===== config.mk =====
export PLATFORM = sky130hd
export DESIGN_NAME = vector_player
export DESIGN_NICKNAME = d
export VERILOG_FILES = /design/src/rtl/vector_player.sv
export SDC_FILE = /design/constraint.sdc
export NUM_CORES = 1
export LEC_CHECK = 0
export ABC_AREA = 1
export CAP_MARGIN = 20
export CORE_ASPECT_RATIO = 0.7
export CORE_MARGIN = 3
export CORE_UTILIZATION = 30
export DETAILED_ROUTE_END_ITERATION = 8
export DONT_BUFFER_PORTS = 1
export PLACE_DENSITY = 0.49
export SLEW_MARGIN = 10
export SYNTH_ARGS = -nofsm -noshare
export SYNTH_HDL_FRONTEND = slang
export SYNTH_SLANG_ARGS = --single-unit

===== constraint.sdc =====
create_clock -name clk -period 5.2 [get_ports clk]
set_input_delay 1.3 -clock clk [delete_from_list [all_inputs] [get_ports clk]]
set_output_delay 1.3 -clock clk [all_outputs]
set_load 0.1 [all_outputs]

===== src/rtl/vector_player.sv =====
// Vector memory player: streams stored stimulus vectors in one-shot or loop
// mode and compresses the returned responses into a MISR signature.
//
//   state | meaning
//   IDLE  | accepts memory loads and start
//   RUN   | issues one vector per cycle from mem[idx]
//   DONE  | single-cycle done pulse, then back to IDLE
module vector_player #(
   parameter int               WIDTH = 62,
   parameter int               DEPTH = 16,
   parameter logic [WIDTH-1:0] POLY  = {{(WIDTH-1){1'b0}}, 1'b1}
) (
   input  logic                       clk,
   input  logic                       rst,
   input  logic                       ld_valid,
   input  logic [$clog2(DEPTH)-1:0]   ld_addr,
   input  logic [WIDTH-1:0]           ld_data,
   output logic                       ld_ready,
   input  logic                       start,
   input  logic                       mode,
   input  logic [$clog2(DEPTH):0]     num_vec,
   input  logic                       stop,
   output logic [WIDTH-1:0]           vec_out,
   output logic                       vec_valid,
   input  logic [WIDTH-1:0]           resp_in,
   output logic                       busy,
   output logic                       done,
   output logic [15:0]                pass_cnt,
   output logic [WIDTH-1:0]           sig_out
);

   localparam int AW = $clog2(DEPTH);
   localparam logic [AW:0] DEPTH_W = (AW+1)'(DEPTH);

   typedef enum logic [1:0] {
      S_IDLE = 2'd0,
      S_RUN  = 2'd1,
      S_DONE = 2'd2
   } state_t;

   state_t           state_q, state_d;
   logic [AW-1:0]    idx_q, idx_d;
   logic [AW:0]      nv_q, nv_d;
   logic             mode_q, mode_d;
   logic [15:0]      pass_q, pass_d;
   logic [WIDTH-1:0] sig_q, sig_d;
   logic [WIDTH-1:0] vec_q, vec_d;
   logic             valid_q, valid_d;
   logic             nv_ok;
   logic             last_idx;

   // Vector storage is deliberately left out of reset so patterns survive it.
   logic [WIDTH-1:0] mem_q [DEPTH];

   always_ff @(posedge clk) begin
      if (!rst && ld_valid && (state_q == S_IDLE) && ({1'b0, ld_addr} < DEPTH_W)) begin
         mem_q[ld_addr] <= ld_data;
      end
   end

   assign nv_ok    = (num_vec != '0) && (num_vec <= DEPTH_W);
   assign last_idx = ({1'b0, idx_q} == (nv_q - 1'b1));

   always_comb begin
      state_d = state_q;
      idx_d   = idx_q;
      nv_d    = nv_q;
      mode_d  = mode_q;
      pass_d  = pass_q;
      vec_d   = vec_q;
      valid_d = 1'b0;
      sig_d   = sig_q;

      // Signature absorbs the response belonging to the vector on vec_out now.
      if (valid_q) begin
         sig_d = ({sig_q[WIDTH-2:0], 1'b0} ^ (sig_q[WIDTH-1] ? POLY : '0)) ^ resp_in;
      end

      case (state_q)
         S_IDLE: begin
            if (start && nv_ok) begin
               state_d = S_RUN;
               idx_d   = '0;
               pass_d  = '0;
               sig_d   = '0;
               mode_d  = mode;
               nv_d    = num_vec;
            end
         end
         S_RUN: begin
            if (stop) begin
               state_d = S_DONE;
            end else begin
               vec_d   = mem_q[idx_q];
               valid_d = 1'b1;
               if (last_idx) begin
                  idx_d  = '0;
                  pass_d = (pass_q == 16'hFFFF) ? pass_q : pass_q + 16'd1;
                  if (!mode_q) begin
                     state_d = S_DONE;
                  end
               end else begin
                  idx_d = idx_q + 1'b1;
               end
            end
         end
         S_DONE: begin
            state_d = S_IDLE;
         end
         default: begin
            state_d = S_IDLE;
         end
      endcase
   end

   always_ff @(posedge clk) begin
      if (rst) begin
         state_q <= S_IDLE;
         idx_q   <= '0;
         nv_q    <= '0;
         mode_q  <= 1'b0;
         pass_q  <= '0;
         sig_q   <= '0;
         vec_q   <= '0;
         valid_q <= 1'b0;
      end else begin
         state_q <= state_d;
         idx_q   <= idx_d;
         nv_q    <= nv_d;
         mode_q  <= mode_d;
         pass_q  <= pass_d;
         sig_q   <= sig_d;
         vec_q   <= vec_d;
         valid_q <= valid_d;
      end
   end

   assign ld_ready  = (state_q == S_IDLE);
   assign busy      = (state_q == S_RUN);
   assign done      = (state_q == S_DONE);
   assign vec_out   = vec_q;
   assign vec_valid = valid_q;
   assign pass_cnt  = pass_q;
   assign sig_out   = sig_q;

endmodule


==> reports/qor.yml, run 1 <==
status:
  outcome: "finished clean"
setup_path:
  regToRegSetupSlack_ns: 2.29
  slowest_stage: "inv_1"
  path_cells: "inv_1 > nand2_1 > inv_1"
  path_delay_family: "buffers and inverters"
  setup.worst_path.class: "reg -> out"
  reg2reg_from: "idx_q[1]"
  slowest_delay_ns: 0.91
  path_common_cell: "inv_1"
  timing.rr.end: "vec_out[21]"
  path_max_fanout: 17
  critPathCaptureType: "output port"
  cp.arrival_ns: 2.41
  worst-path-stages: 3
  startpoint: "state_q[1]"
  path_buf_inv: 2
  endpoint: "busy"
  cp.required_ns: 3.90
  critPathLaunchType: "flop"
  ff2ff_path_depth: 9
yosys:
  syn_area_mm2: 0.0458
  synth_edf_count: 992
  synthCells: 3727
  ys_types: 36
  synth-seq-cells: 1145
  ys.flop_type: "edfxtp_1"
  syn_nets: 3869
  async_flop_share: 0
  yosysWarnings: 0
  seq_area_frac_synth: 0.718
  synth_area_per_cell_um2: 12.3
floorplanning:
  core_mm2: 0.151
  rows: 119
  start_util: 0.303
  dieWidth_um: 473
  die_area_mm2: 0.157
  die_y_um: 333
  io_pins: 283
final_layout:
  fin_nets: 3795
  fillCellCount: 14900
  area_growth_syn_to_layout_pct: 13.1
  drive_gt1_frac: 0.0779
sta:
  finalSetupViolCount: 0
  drv_slew: 0
  finClkSkew_ns: 0.0283
  timing.fmax_mhz: 269
  fin_ws_ns: 1.49
  relSlewSlack: 0.222
  worst_pin_slew_ns: 1.17
  setup_tns_ns: 0
  rsz0062_at_grt: "false"
  timing_hold_violations_final: 0
  finalCritPeriodShare: 0.714
  whs_ns: 0.467
  fin_crit_ns: 3.71
clocking:
  cts_buffers: 112
  clock_latency_ns: 0.74
  cts_setup_buffers: 0
  cts_tree: "built"
  cts_hold_buf: 0
  cts_resized: 0
  cts_buffer_depth: 3
  root_buffer: "clkbuf_16"
  cts.sinks: 1145
  clk_pin_slew_ns: 0.06
  h-tree-depth: 3
pwr:
  leakagePower_uw: 0.0165
  finalPower_uw: 19900
  power_density_mw_per_mm2: 385
  vdd_drop_max_mv: 0.268
placed_design:
  io_buffers: 0
  hpwlAfterDp_mm: 68.6
  gp_congestion: 0.759
  post-place-ws_ns: 1.44
route:
  routedWlPerCell_um: 22.2
  drtIter0Drc: 2560
  vias_per_cell: 4.90
  finalWirelength_mm: 128
  drt_pass1_iterations: 5
  ant_nets: 0
  drcViolationCount: 0
  vias: 28100
global_route:
  grt_max_degree: 223
  antenna_found_initial: 2
  grt_pass1_vias: 26700
  grt_usage: 0.157
  grt_pass1_wl_mm: 188
  grt_overflow: 0
flow_run:
  maxCapViolations: 0
hold_path:
  hold_class: "reg -> reg"
## cell usage after synthesis (2+ instances only)
| master | count | area share |
|---|---|---|
| edfxtp_1 | 992 | 0.65 |
| nor2_1 | 715 | 0.059 |
| o21ai_0 | 381 | 0.042 |
| nand3_1 | 262 | 0.029 |
| o211ai_1 | 247 | 0.041 |
| inv_1 | 191 | 0.016 |
| dfxtp_1 | 153 | 0.067 |
| a21oi_1 | 127 | 0.014 |
| clkbuf_1 | 126 | 0.010 |
| o21ai_1 | 125 | 0.014 |
| nand2_1 | 86 | 0.0071 |
| buf_2 | 68 | 0.0074 |
| xnor2_1 | 62 | 0.012 |
| a211oi_1 | 61 | 0.010 |
| buf_6 | 32 | 0.0079 |
| nand4_1 | 24 | 0.0033 |
| buf_1 | 13 | 0.0011 |
| nor2_2 | 13 | 0.0018 |
| buf_4 | 10 | 0.0016 |
| inv_2 | 10 | 0.00082 |
| xor2_1 | 6 | 0.0011 |
| buf_8 | 3 | 0.00098 |
| ha_1 | 3 | 0.00082 |
| nor3_1 | 3 | 0.00033 |
| buf_12 | 2 | 0.00087 |
| nand2_2 | 2 | 0.00027 |
## routing by layer
layer	wire, um	vias to the layer above	track usage
met3	6620	133	0.0278
met2	56600	640	0.238
met1	62400	14000	0.237
met4	1970	0	0.0297
met5	0	-	0
li1	-	13300	-
## tightest hold or removal path, stage by stage (launching register included)
cell	delay [ns]
dfxtp_1	0.32
inv_1	0.05
a21oi_1	0.05
## cell families after synthesis
logic type      Yosys count  synth area share
flops                  1145             0.718
simple gates           1112             0.102
compound gates          942             0.120
xor+xnor                 68            0.0130
buf+inv                 457            0.0470
fa+ha+maj                 3          0.000820
## cells in the final DEF (no fill, tap or decap), types with 2 or more instances in the layout
cell / instances
xor2_1: 6
clkbuf_8: 8
clkinvlp_4: 7
dfxtp_4: 5
nor3_1: 3
a211oi_1: 61
clkbuf_1: 27
inv_16: 3
diode_2: 3
xnor2_1: 62
buf_4: 37
clkbuf_16: 120
clkinv_8: 3
nand4_1: 24
a21oi_1: 127
dfxtp_1: 148
o21ai_1: 125
clkinv_2: 19
o211ai_1: 247
nor2_1: 698
nor2_2: 13
inv_4: 3
nand3_1: 262
nand2_1: 85
bufinv_16: 9
inv_2: 7
edfxtp_1: 992
nor2_4: 18
buf_12: 28
o21ai_0: 381
ha_1: 3
clkinv_16: 2
nand2_2: 3
inv_1: 191
clkinv_1: 12
## power by group
group / internal, uW / switching [uW] / total [uW]
Clock: 4800 / 3650 / 8450
Sequential: 10100 / 323 / 10400
Combinational: 334 / 768 / 1100
## final cells by class
| cell class | instances | area, um^2 | area share |
|---|---|---|---|
| clock buffers | 156 | 3220 | 0.0622 |
| repair buffers | 66 | 866 | 0.0167 |
| clock inverters | 54 | 612 | 0.0118 |
| inverters | 203 | 791 | 0.0153 |
| diodes | 3 | 7.51 | 0.000145 |
| well taps | 1996 | 2500 | 0.0482 |
| flip-flops and latches | 1145 | 32900 | 0.635 |
| multi-input cells | 2125 | 10900 | 0.211 |
## flip-flops by register name, indices dropped and copies added (netlist names)
| register | count |
|---|---|
| vec_valid | 1 |
| sig_out | 62 |
| pass_cnt | 16 |
| mem_q | 992 |
| state_q | 2 |
| idx_q | 4 |
| vec_out | 62 |
| mode_q | 1 |
| nv_q | 5 |
## metrics by stage
| step | cells | utilization | area [um^2] |
|---|---|---|---|
| 6_report | 5748 | 0.343 | 51800 |
| 5_1_grt | 5746 | 0.343 | 51800 |
| 4_1_cts | 5744 | 0.343 | 51700 |
| 3_5_place_dp | 5534 | 0.317 | 47900 |
| 3_3_place_gp | 5534 | 0.317 | 47900 |
| 2_1_floorplan | 3727 | - | 45800 |
## worst min path at each step
| stage | startpoint | end | slack (ns) | cells after the start |
|---|---|---|---|---|
| after floorplan | mode_q | mode_q | 0.42 | 2 |
| after global placement | mode_q | mode_q | 0.44 | 2 |
| after CTS | mode_q | mode_q | 0.47 | 2 |
| after detailed placement | mode_q | mode_q | 0.46 | 2 |
| final | mode_q | mode_q | 0.47 | 2 |
| after global routing | mode_q | mode_q | 0.49 | 2 |
Power figures use the tool's default switching activity.
==> run 2: changes to the inputs <==
- clock period: 5.2 -> 3.04 ns (I/O delays scaled with it)
==> reports/qor.yml, run 2 (synthesis gave the netlist of run 1 again) <==
global_route:
  grt_usage: 0.160  # +0.00296
  grt_pass1_wl_mm: 191  # +1.2%
  met2_usage: 0.241  # +0.00252
  grt_overflow: 0  # unchanged
  antenna_found_initial: 3  # +1
  grt_pass1_vias: 27400  # +2.8%
  top_usage_layer: "met2"
  grt_use_met1: 0.239  # +0.00168
  grt_max_degree: 167  # -25%
  gr-usage-met3: 0.0334  # +0.00560
setup_path:
  cp.arrival_ns: 1.94  # -0.47 ns
  startpoint: "state_q[1]"
  setup.worst_path.class: "reg -> out"
  cp.required_ns: 2.28  # -1.62 ns
  critPathCaptureType: "output port"
  reg2reg_from: "state_q[1]"
  critPathLaunchType: "flop"
  path_max_fanout: 16  # -1
clocking:
  cts_buffers: 112  # unchanged
  h-tree-depth: 3  # unchanged
  clock_latency_ns: 0.76  # +0.02 ns
  cts.sinks: 1145  # unchanged
  cts_buffer_depth: 3  # unchanged
  cts_setup_buffers: 0  # unchanged
  cts_tree: "built"
  root_buffer: "clkbuf_16"
  clk_pin_slew_ns: 0.06  # about the same
placed_design:
  gp_congestion: 0.781  # +3.0%
  hpwlAfterDp_mm: 73.5  # +7.2%
  io_buffers: 0  # unchanged
floorplanning:
  core_mm2: 0.151  # unchanged
  die_area_mm2: 0.157  # unchanged
  io_pins: 283  # unchanged
  die_y_um: 333  # unchanged
  start_util: 0.303  # unchanged
  rows: 119  # unchanged
  dieWidth_um: 473  # unchanged
route:
  ant_nets: 0  # unchanged
  vias_per_cell: 4.89  # about the same
  vias: 28800  # +2.4%
  drt_pass1_iterations: 5  # unchanged
  drtIter0Drc: 2710  # +5.9%
  drcViolationCount: 0  # unchanged
  routedWlPerCell_um: 21.9  # -1.2%
  finalWirelength_mm: 129  # +1.2%
flow_run:
  maxCapViolations: 0  # unchanged
pwr:
  vdd_drop_max_mv: 0.479  # +79%
  finalPower_uw: 33800  # +69%
  leakagePower_uw: 0.0172  # +4.6%
  power_density_mw_per_mm2: 637  # +65%
final_layout:
  fin_nets: 3934  # +3.7%
  drive_gt1_frac: 0.106  # +0.0281
  top_register: "mem_q"
  area_growth_syn_to_layout_pct: 15.7
  layout_commonest_cell: "edfxtp_1"
  fillCellCount: 14800  # -0.83%
  layout_common_cells: "edfxtp_1, nor2_1, o21ai_0"
  largest_reg_flops: 992  # unchanged
sta:
  rsz0062_at_grt: "false"
  finClkSkew_ns: 0.0501  # +0.0219 ns
  timing.fmax_mhz: 371
  finalCritPeriodShare: 0.888
  drv_slew: 0  # unchanged
  finalSetupViolCount: 0  # unchanged
  whs_ns: 0.0728  # -0.394 ns
  fin_crit_ns: 2.70
  relSlewSlack: 0.309  # +0.0869
  timing_hold_violations_final: 0  # unchanged
  worst_pin_slew_ns: 1.04  # -0.130 ns
hold_path:
  hold_class: "in -> reg"
  hp-start: "rst"
status:
  outcome: "finished clean"
[run 2: cell types whose count changed in the layout (fill, tap and decap cells not counted), sizes merged]
cell | previous run | this run
dlygate4sd3 | 0 | 3
clkinvlp | 7 | 1
inv | 205 | 209
buf | 66 | 202
bufinv | 9 | 8
clkbuf | 156 | 159
[run 2: worst paths after layout]
path,end,slack [ns],cells past startpoint
max,busy,0.34,5
min reg2reg,mode_q,0.45,2
min,pass_cnt[7],0.07,1
max reg2reg,mem_q[14][22],0.79,7
[run 2: through the flow]
stage / area, um^2 / worst slack [ns] / TNS (ns) / std cells / utilization
2_1_floorplan: 45800 / -0.515 / -482.48 / 3727 / -
3_3_place_gp: 49300 / 0.550 / 0 / 5671 / 0.326
3_5_place_dp: 49300 / 0.500 / 0 / 5671 / 0.326
4_1_cts: 53000 / 0.258 / 0 / 5884 / 0.351
5_1_grt: 53000 / 0.187 / 0 / 5885 / 0.351
6_report: 53000 / 0.341 / 0 / 5887 / 0.351
[run 2: power by group]
part | internal (uW) | switching (uW) | leakage, uW | total, uW
combinational | 683 | 1570 | 0.00527 | 2260
clock | 7810 | 6180 | 0.00178 | 14000
sequential | 17200 | 312 | 0.0102 | 17500
[run 2: area by class of cell]
class,count,area (um^2),share of cell area
tap,1996,2500,0.0471
clock inverter,51,579,0.0109
timing repair buffer,205,2250,0.0424
sequential,1145,32900,0.620
clock buffer,159,3090,0.0583
inverter,203,787,0.0149
multi-input combinational,2125,10900,0.206
antenna,3,7.51,0.000142
[run 2: layer usage]
metal | part of all wire | routed length [um]
met5 | 0 | 0
met4 | 0.018 | 2340
met3 | 0.056 | 7260
met2 | 0.44 | 57400
met1 | 0.48 | 62200
[run 2: repair_timing]
action	in CTS	in global routing
gates resized for setup	0	0
hold buffers	3	0
endpoints found under the hold margin	10	0
[run 2: worst max-delay path: stages (launching register included)]
cell     delay, ns
dfxtp_1       0.31
inv_1         0.08
nand2_1       0.10
buf_4         0.22
inv_1         0.15
buf_4         0.32
